[src/rtl/shift_seq_pkg.sv]
// Shared types for the iterative shifter.
// Opcodes match the CPU shift encoding.
package shift_pkg;

  typedef enum logic [1:0] {
    SH_SLL = 2'b00,
    SH_SRL = 2'b01,
    SH_SRA = 2'b10,
    SH_RSV = 2'b11
  } shift_op_t;

  typedef enum logic [1:0] {
    S_IDLE  = 2'b00,
    S_SHIFT = 2'b01,
    S_DONE  = 2'b10
  } shift_state_t;

endpackage

[src/rtl/shift_seq_sl2.sv]
// Shift-left-by-2 datapath element with zero fill.
// Purely combinational.
module sl2 #(
  parameter int WIDTH = 32
) (
  input  logic [WIDTH-1:0] a,
  output logic [WIDTH-1:0] y
);

  assign y = {a[WIDTH-3:0], 2'b00};

endmodule

[src/rtl/shift_seq.sv]
// Iterative SLL/SRL/SRA unit: up to 2 bit positions per cycle
// with a start/busy/done handshake.
import shift_pkg::*;

module shift_seq #(
  parameter int WIDTH = 32,
  parameter int SHW   = $clog2(WIDTH)
) (
  input  logic             clk,
  input  logic             rst_n,
  input  logic             start,
  input  logic [1:0]       op,
  input  logic [WIDTH-1:0] A,
  input  logic [SHW-1:0]   shamt,
  output logic             busy,
  output logic             done,
  output logic [WIDTH-1:0] Y
);

  shift_state_t     state;
  shift_op_t        op_q;
  logic [WIDTH-1:0] acc;
  logic [WIDTH-1:0] acc_nxt;
  logic [WIDTH-1:0] acc_sl2;
  logic [SHW-1:0]   cnt;
  logic [SHW-1:0]   cnt_nxt;
  logic             two;
  logic             sign;

  sl2 #(.WIDTH(WIDTH)) u_sl2 (
    .a(acc),
    .y(acc_sl2)
  );

  assign two  = cnt >= SHW'(2);
  assign sign = acc[WIDTH-1];

  always_comb begin
    acc_nxt = acc;
    cnt_nxt = two ? cnt - SHW'(2) : cnt - SHW'(1);
    case (op_q)
      SH_SRL: acc_nxt = two ? {2'b00, acc[WIDTH-1:2]}
                            : {1'b0, acc[WIDTH-1:1]};
      SH_SRA: acc_nxt = two ? {{2{sign}}, acc[WIDTH-1:2]}
                            : {sign, acc[WIDTH-1:1]};
      // reserved opcode executes as SLL
      default: acc_nxt = two ? acc_sl2
                             : {acc[WIDTH-2:0], 1'b0};
    endcase
  end

  always_ff @(posedge clk) begin
    if (!rst_n) begin
      state <= S_IDLE;
      op_q  <= SH_SLL;
      acc   <= '0;
      cnt   <= '0;
    end else begin
      unique case (state)
        S_IDLE: begin
          if (start) begin
            acc   <= A;
            cnt   <= shamt;
            op_q  <= shift_op_t'(op);
            state <= (shamt == '0) ? S_DONE : S_SHIFT;
          end
        end
        S_SHIFT: begin
          acc <= acc_nxt;
          cnt <= cnt_nxt;
          if (cnt_nxt == '0)
            state <= S_DONE;
        end
        S_DONE:  state <= S_IDLE;
        default: state <= S_IDLE;
      endcase
    end
  end

  assign busy = state != S_IDLE;
  assign done = state == S_DONE;
  assign Y    = acc;

endmodule

[config.mk]
export PLATFORM = sky130hd
export DESIGN_NAME = shift_seq
export DESIGN_NICKNAME = d
export VERILOG_FILES = /design/src/rtl/shift_seq_pkg.sv /design/src/rtl/shift_seq_sl2.sv /design/src/rtl/shift_seq.sv
export SDC_FILE = /design/constraint.sdc
export NUM_CORES = 1
export LEC_CHECK = 0
export CAP_MARGIN = 20
export CORE_MARGIN = 8
export CORE_UTILIZATION = 45
export CTS_CLUSTER_SIZE = 14
export DETAILED_ROUTE_END_ITERATION = 16
export PLACE_DENSITY = 0.73
export SYNTH_ARGS = -nofsm -noshare
export SYNTH_HDL_FRONTEND = slang
export SYNTH_HIERARCHICAL = 1
export SYNTH_SLANG_ARGS = --single-unit
[constraint.sdc]
create_clock -name clk -period 5.3 [get_ports clk]
set_input_delay 1.06 -clock clk [delete_from_list [all_inputs] [get_ports clk]]
set_output_delay 1.06 -clock clk [all_outputs]
set_load 0.01 [all_outputs]
==> key figures <==
Placement
  – IO Port Bufs: 75
  – Placer Congestion: 0.888
  – Dpl hpwl: roughly 6.5 mm
  – Minimum setup slack after placement: 1.77 ns

Global route
  – Number of antenna violations at the first check in global routing: 0
  – Met1 GRT Util: 0.252
  – Gr usage total: 0.190
  – Most Used Layer, Global Route: met2
  – Overflow after GRT: 0
  – Via count of the first global-routing pass: between 3000 and 4000
  – First-pass GRT wire length: 16.1 mm
  – Largest net degree at the start of global routing: 67
  – Met2 track demand over resource: 0.291
  – Met3 Usage GRT: 0.0381

Clock tree
  – Clock transition at the registers of the reported paths: 0.07 ns
  – CTS HTree Levels: 2
  – Maximum number of buffers from clock root to sink: 2
  – Count of buffers added by post-CTS timing repair for setup: 0
  – CTS root buffer: sky130_fd_sc_hd__clkbuf_8
  – Number of clock buffers inserted by TritonCTS: 5
  – Cts-stage hold buffer count: 0
  – Sink Count: between 40 and 50
  – Resized Gates After CTS: 0
  – Clock latency of the later-clocked register in the worst-skew pair: 0.30 ns
  – TritonCTS clock tree: built

Route
  – Detailed-route via count: between 3000 and 4000
  – DRC viols: 0
  – Detail-routed via count per cell: 6.18
  – First-pass iteration count of the detailed router: 5
  – Final wirelength: 9.83 mm
  – Antenna violation net count after detailed routing: 0
  – Wire length per cell after detailed routing: 18.4 um
  – Initial detailed-routing violation count: 264

Yosys
  – Average cell area after synthesis: 8.02 um2
  – Portion of the post-synthesis area used by sequential elements: 0.246
  – Synth top area cells: sky130_fd_sc_hd__dfxtp_1, sky130_fd_sc_hd__a21oi_1, sky130_fd_sc_hd__buf_4, sky130_fd_sc_hd__o221ai_1, sky130_fd_sc_hd__mux2_4
  – Library cells used by synthesis: between 40 and 50
  – Most frequently used flop master after synthesis: sky130_fd_sc_hd__dfxtp_1
  – Post-synth ARST share: 0
  – Library cell occupying the most area in the post-synthesis netlist: sky130_fd_sc_hd__dfxtp_1
  – Total standard cell area after synthesis: 0.00334 mm2
  – Most common library cells after synthesis: sky130_fd_sc_hd__a21oi_1, sky130_fd_sc_hd__dfxtp_1, sky130_fd_sc_hd__buf_4
  – Instance count of the mapped netlist: ~420
  – Yosys synthesis warning count: 6
  – Flip-flop and latch count after synthesis: 41
  – Top-count cell post-synth: sky130_fd_sc_hd__a21oi_1
  – Number of flops mapped to enable cells by yosys: 0
  – Top cell type's share of synthesized area: 0.246

Finish
  – Number of nets in the final layout: 483
  – Synth-to-layout area growth: 18.7%
  – FILL cells: between 600 and 700
  – Number of diodes added for antenna fixing: 0
  – Ratio of cells with drive above 1 in the final layout: 0.122

STA
  – Worst clock skew: between 0.008 and 0.009 ns
  – Final-report setup violation count: 0
  – Final hold violation count: 0
  – Max-slew violation count: 0
  – Highest clock frequency the design can meet: 309 MHz
  – Least-Margin Pin Slew: 1.07 ns
  – PnR worst setup slack: 2.06 ns
  – Min cycle time layout: 3.24 ns
  – Fraction of the cycle the final worst path needs: 0.611
  – Min Hold Slack: 0.498 ns
  – Remaining max-slew budget at the tightest pin: 0.282
  – RSZ-0062 raised after global routing: false
  – Total negative slack for setup checks: 0 ns

Floorplanning
  – Chip width: 102 um
  – CORE AREA: 0.00721 mm2
  – Die Footprint: around 0.010 mm2
  – Standard-cell rows: 31
  – Top-level port count: between 70 and 80
  – Initial Utilization: 0.463
  – Chip height: approximately 100 um

Power and ir drop
  – Static Leak: 1.56 nW
  – Power density relative to cell area: 273 mW/mm2
  – Worst vdd rail ir drop: roughly 0.13 mV

Hold path
  – Number of stages on the worst hold path: 2
  – Hold EP: op_q[1]
  – Kind of path behind the tightest hold check: flop to flop
  – HP Start: op_q[1]

Setup path
  – Data arrival at the endpoint of the critical path: 3.38 ns
  – Worst EP required: 5.44 ns
  – CP endpoint kind: flop
  – Depth of the worst register-to-register path: 6
  – Reg-to-Reg End: Y[28]
  – Type of the setup path with the least slack: primary input to flop
  – Largest stage delay on the critical path: 0.52 ns
  – Setup slack, reg-to-reg: 2.72 ns
  – Top fanout value on the critical path: 27
  – Reg-to-Reg Start: cnt[1]
  – Series of cell instances along the critical path: clkdlybuf4s50_1, buf_4, nand2b_1, nor2_1, mux2_2, o21ai_0, a31oi_1
  – Critical path startpoint category: primary input
  – Slowest stage cell on the critical path: sky130_fd_sc_hd__nor2_1

Status
  – Run status: complete, no violations

Run
  – Max-capacitance violation count: 0
[routing by layer]
metal / share of wire / vias to the layer above
met3: 0.080 / 14
met2: 0.46 / 159
li1: - / 1582
met5: 0 / -
met1: 0.44 / 1541
met4: 0.020 / 0
[power breakdown]
group	internal [mW]	total, mW	leakage (nW)	switching (mW)
Sequential	0.346	0.407	0.340	0.0607
Combinational	0.239	0.479	1.18	0.240
Clock	0.0868	0.197	0.0399	0.110
Total	0.672	1.08	1.56	0.410
[stage by stage]
stage          total power, mW  utilization  cells  cell area (um2)
5_1_grt                   1.15        0.549    533             3960
3_3_place_gp             0.876        0.535    525             3860
4_1_cts                   1.08        0.545    531             3930
2_1_floorplan            0.758            -    417             3340
3_5_place_dp             0.883        0.535    525             3860
6_report                  1.08        0.549    533             3960
[worst max-delay path: cells and delay by family]
| family | cells | cell delay, ns |
|---|---|---|
| compound gates | 2 | 0.20 |
| mux | 1 | 0.38 |
| simple gates | 2 | 0.99 |
| buf+inv | 2 | 0.73 |
[registers in the layout, indices dropped and copies added, names as in the netlist]
name	cells
op_q	2
cnt	5
state	2
Y	32
[layout make-up]
class / instances / area (um2) / share of cell area
repair buffers: 83 / 826 / 0.208
clock inverters: 1 / 5.00 / 0.00126
well taps: 99 / 124 / 0.0313
flip-flops and latches: 41 / 821 / 0.207
clock buffers: 5 / 68.8 / 0.0174
multi-input cells: 294 / 2080 / 0.525
inverters: 10 / 37.5 / 0.00947
[layout by cell type, fill, tap and decap left out, types with 12 or more instances in the layout]
cell,Yosys,routed
sky130_fd_sc_hd__a31oi_1,27,27
sky130_fd_sc_hd__dfxtp_1,41,41
sky130_fd_sc_hd__nand2_1,20,20
sky130_fd_sc_hd__mux2_4,13,13
sky130_fd_sc_hd__o22a_1,15,15
sky130_fd_sc_hd__and3_1,25,25
sky130_fd_sc_hd__a21oi_1,62,62
sky130_fd_sc_hd__mux2_2,17,17
sky130_fd_sc_hd__o221ai_1,23,23
sky130_fd_sc_hd__o21ai_0,12,12
sky130_fd_sc_hd__nand3_1,14,14
sky130_fd_sc_hd__clkdlybuf4s50_1,0,75
[worst max path at each step]
stage                     start  endpoint  slack (ns)  depth (start not counted)
after CTS                 start     Y[30]        2.09                          7
after global placement    start     Y[30]        1.85                          7
final                     start     Y[30]        2.06                          7
after detailed placement  start     Y[30]        1.77                          7
after floorplan           start     Y[30]        2.83                          7
after global routing      start     Y[30]        1.85                          7
[cells by family (layout without fill, tap and decap cells)]
family | after synthesis | count (layout) | share of synthesized area
AOI/OAI and AO/OA | 162 | 162 | 0.321
xor gates and xnor gates | 1 | 1 | 0.00262
adders and majority gates | 6 | 6 | 0.0225
buffers and inverters | 82 | 99 | 0.134
DFF | 41 | 41 | 0.246
muxes | 37 | 37 | 0.138
other | 1 | 2 | 0.00112
and+or+nand+nor | 86 | 86 | 0.135
Note: power is estimated with default switching activity, not from simulation.
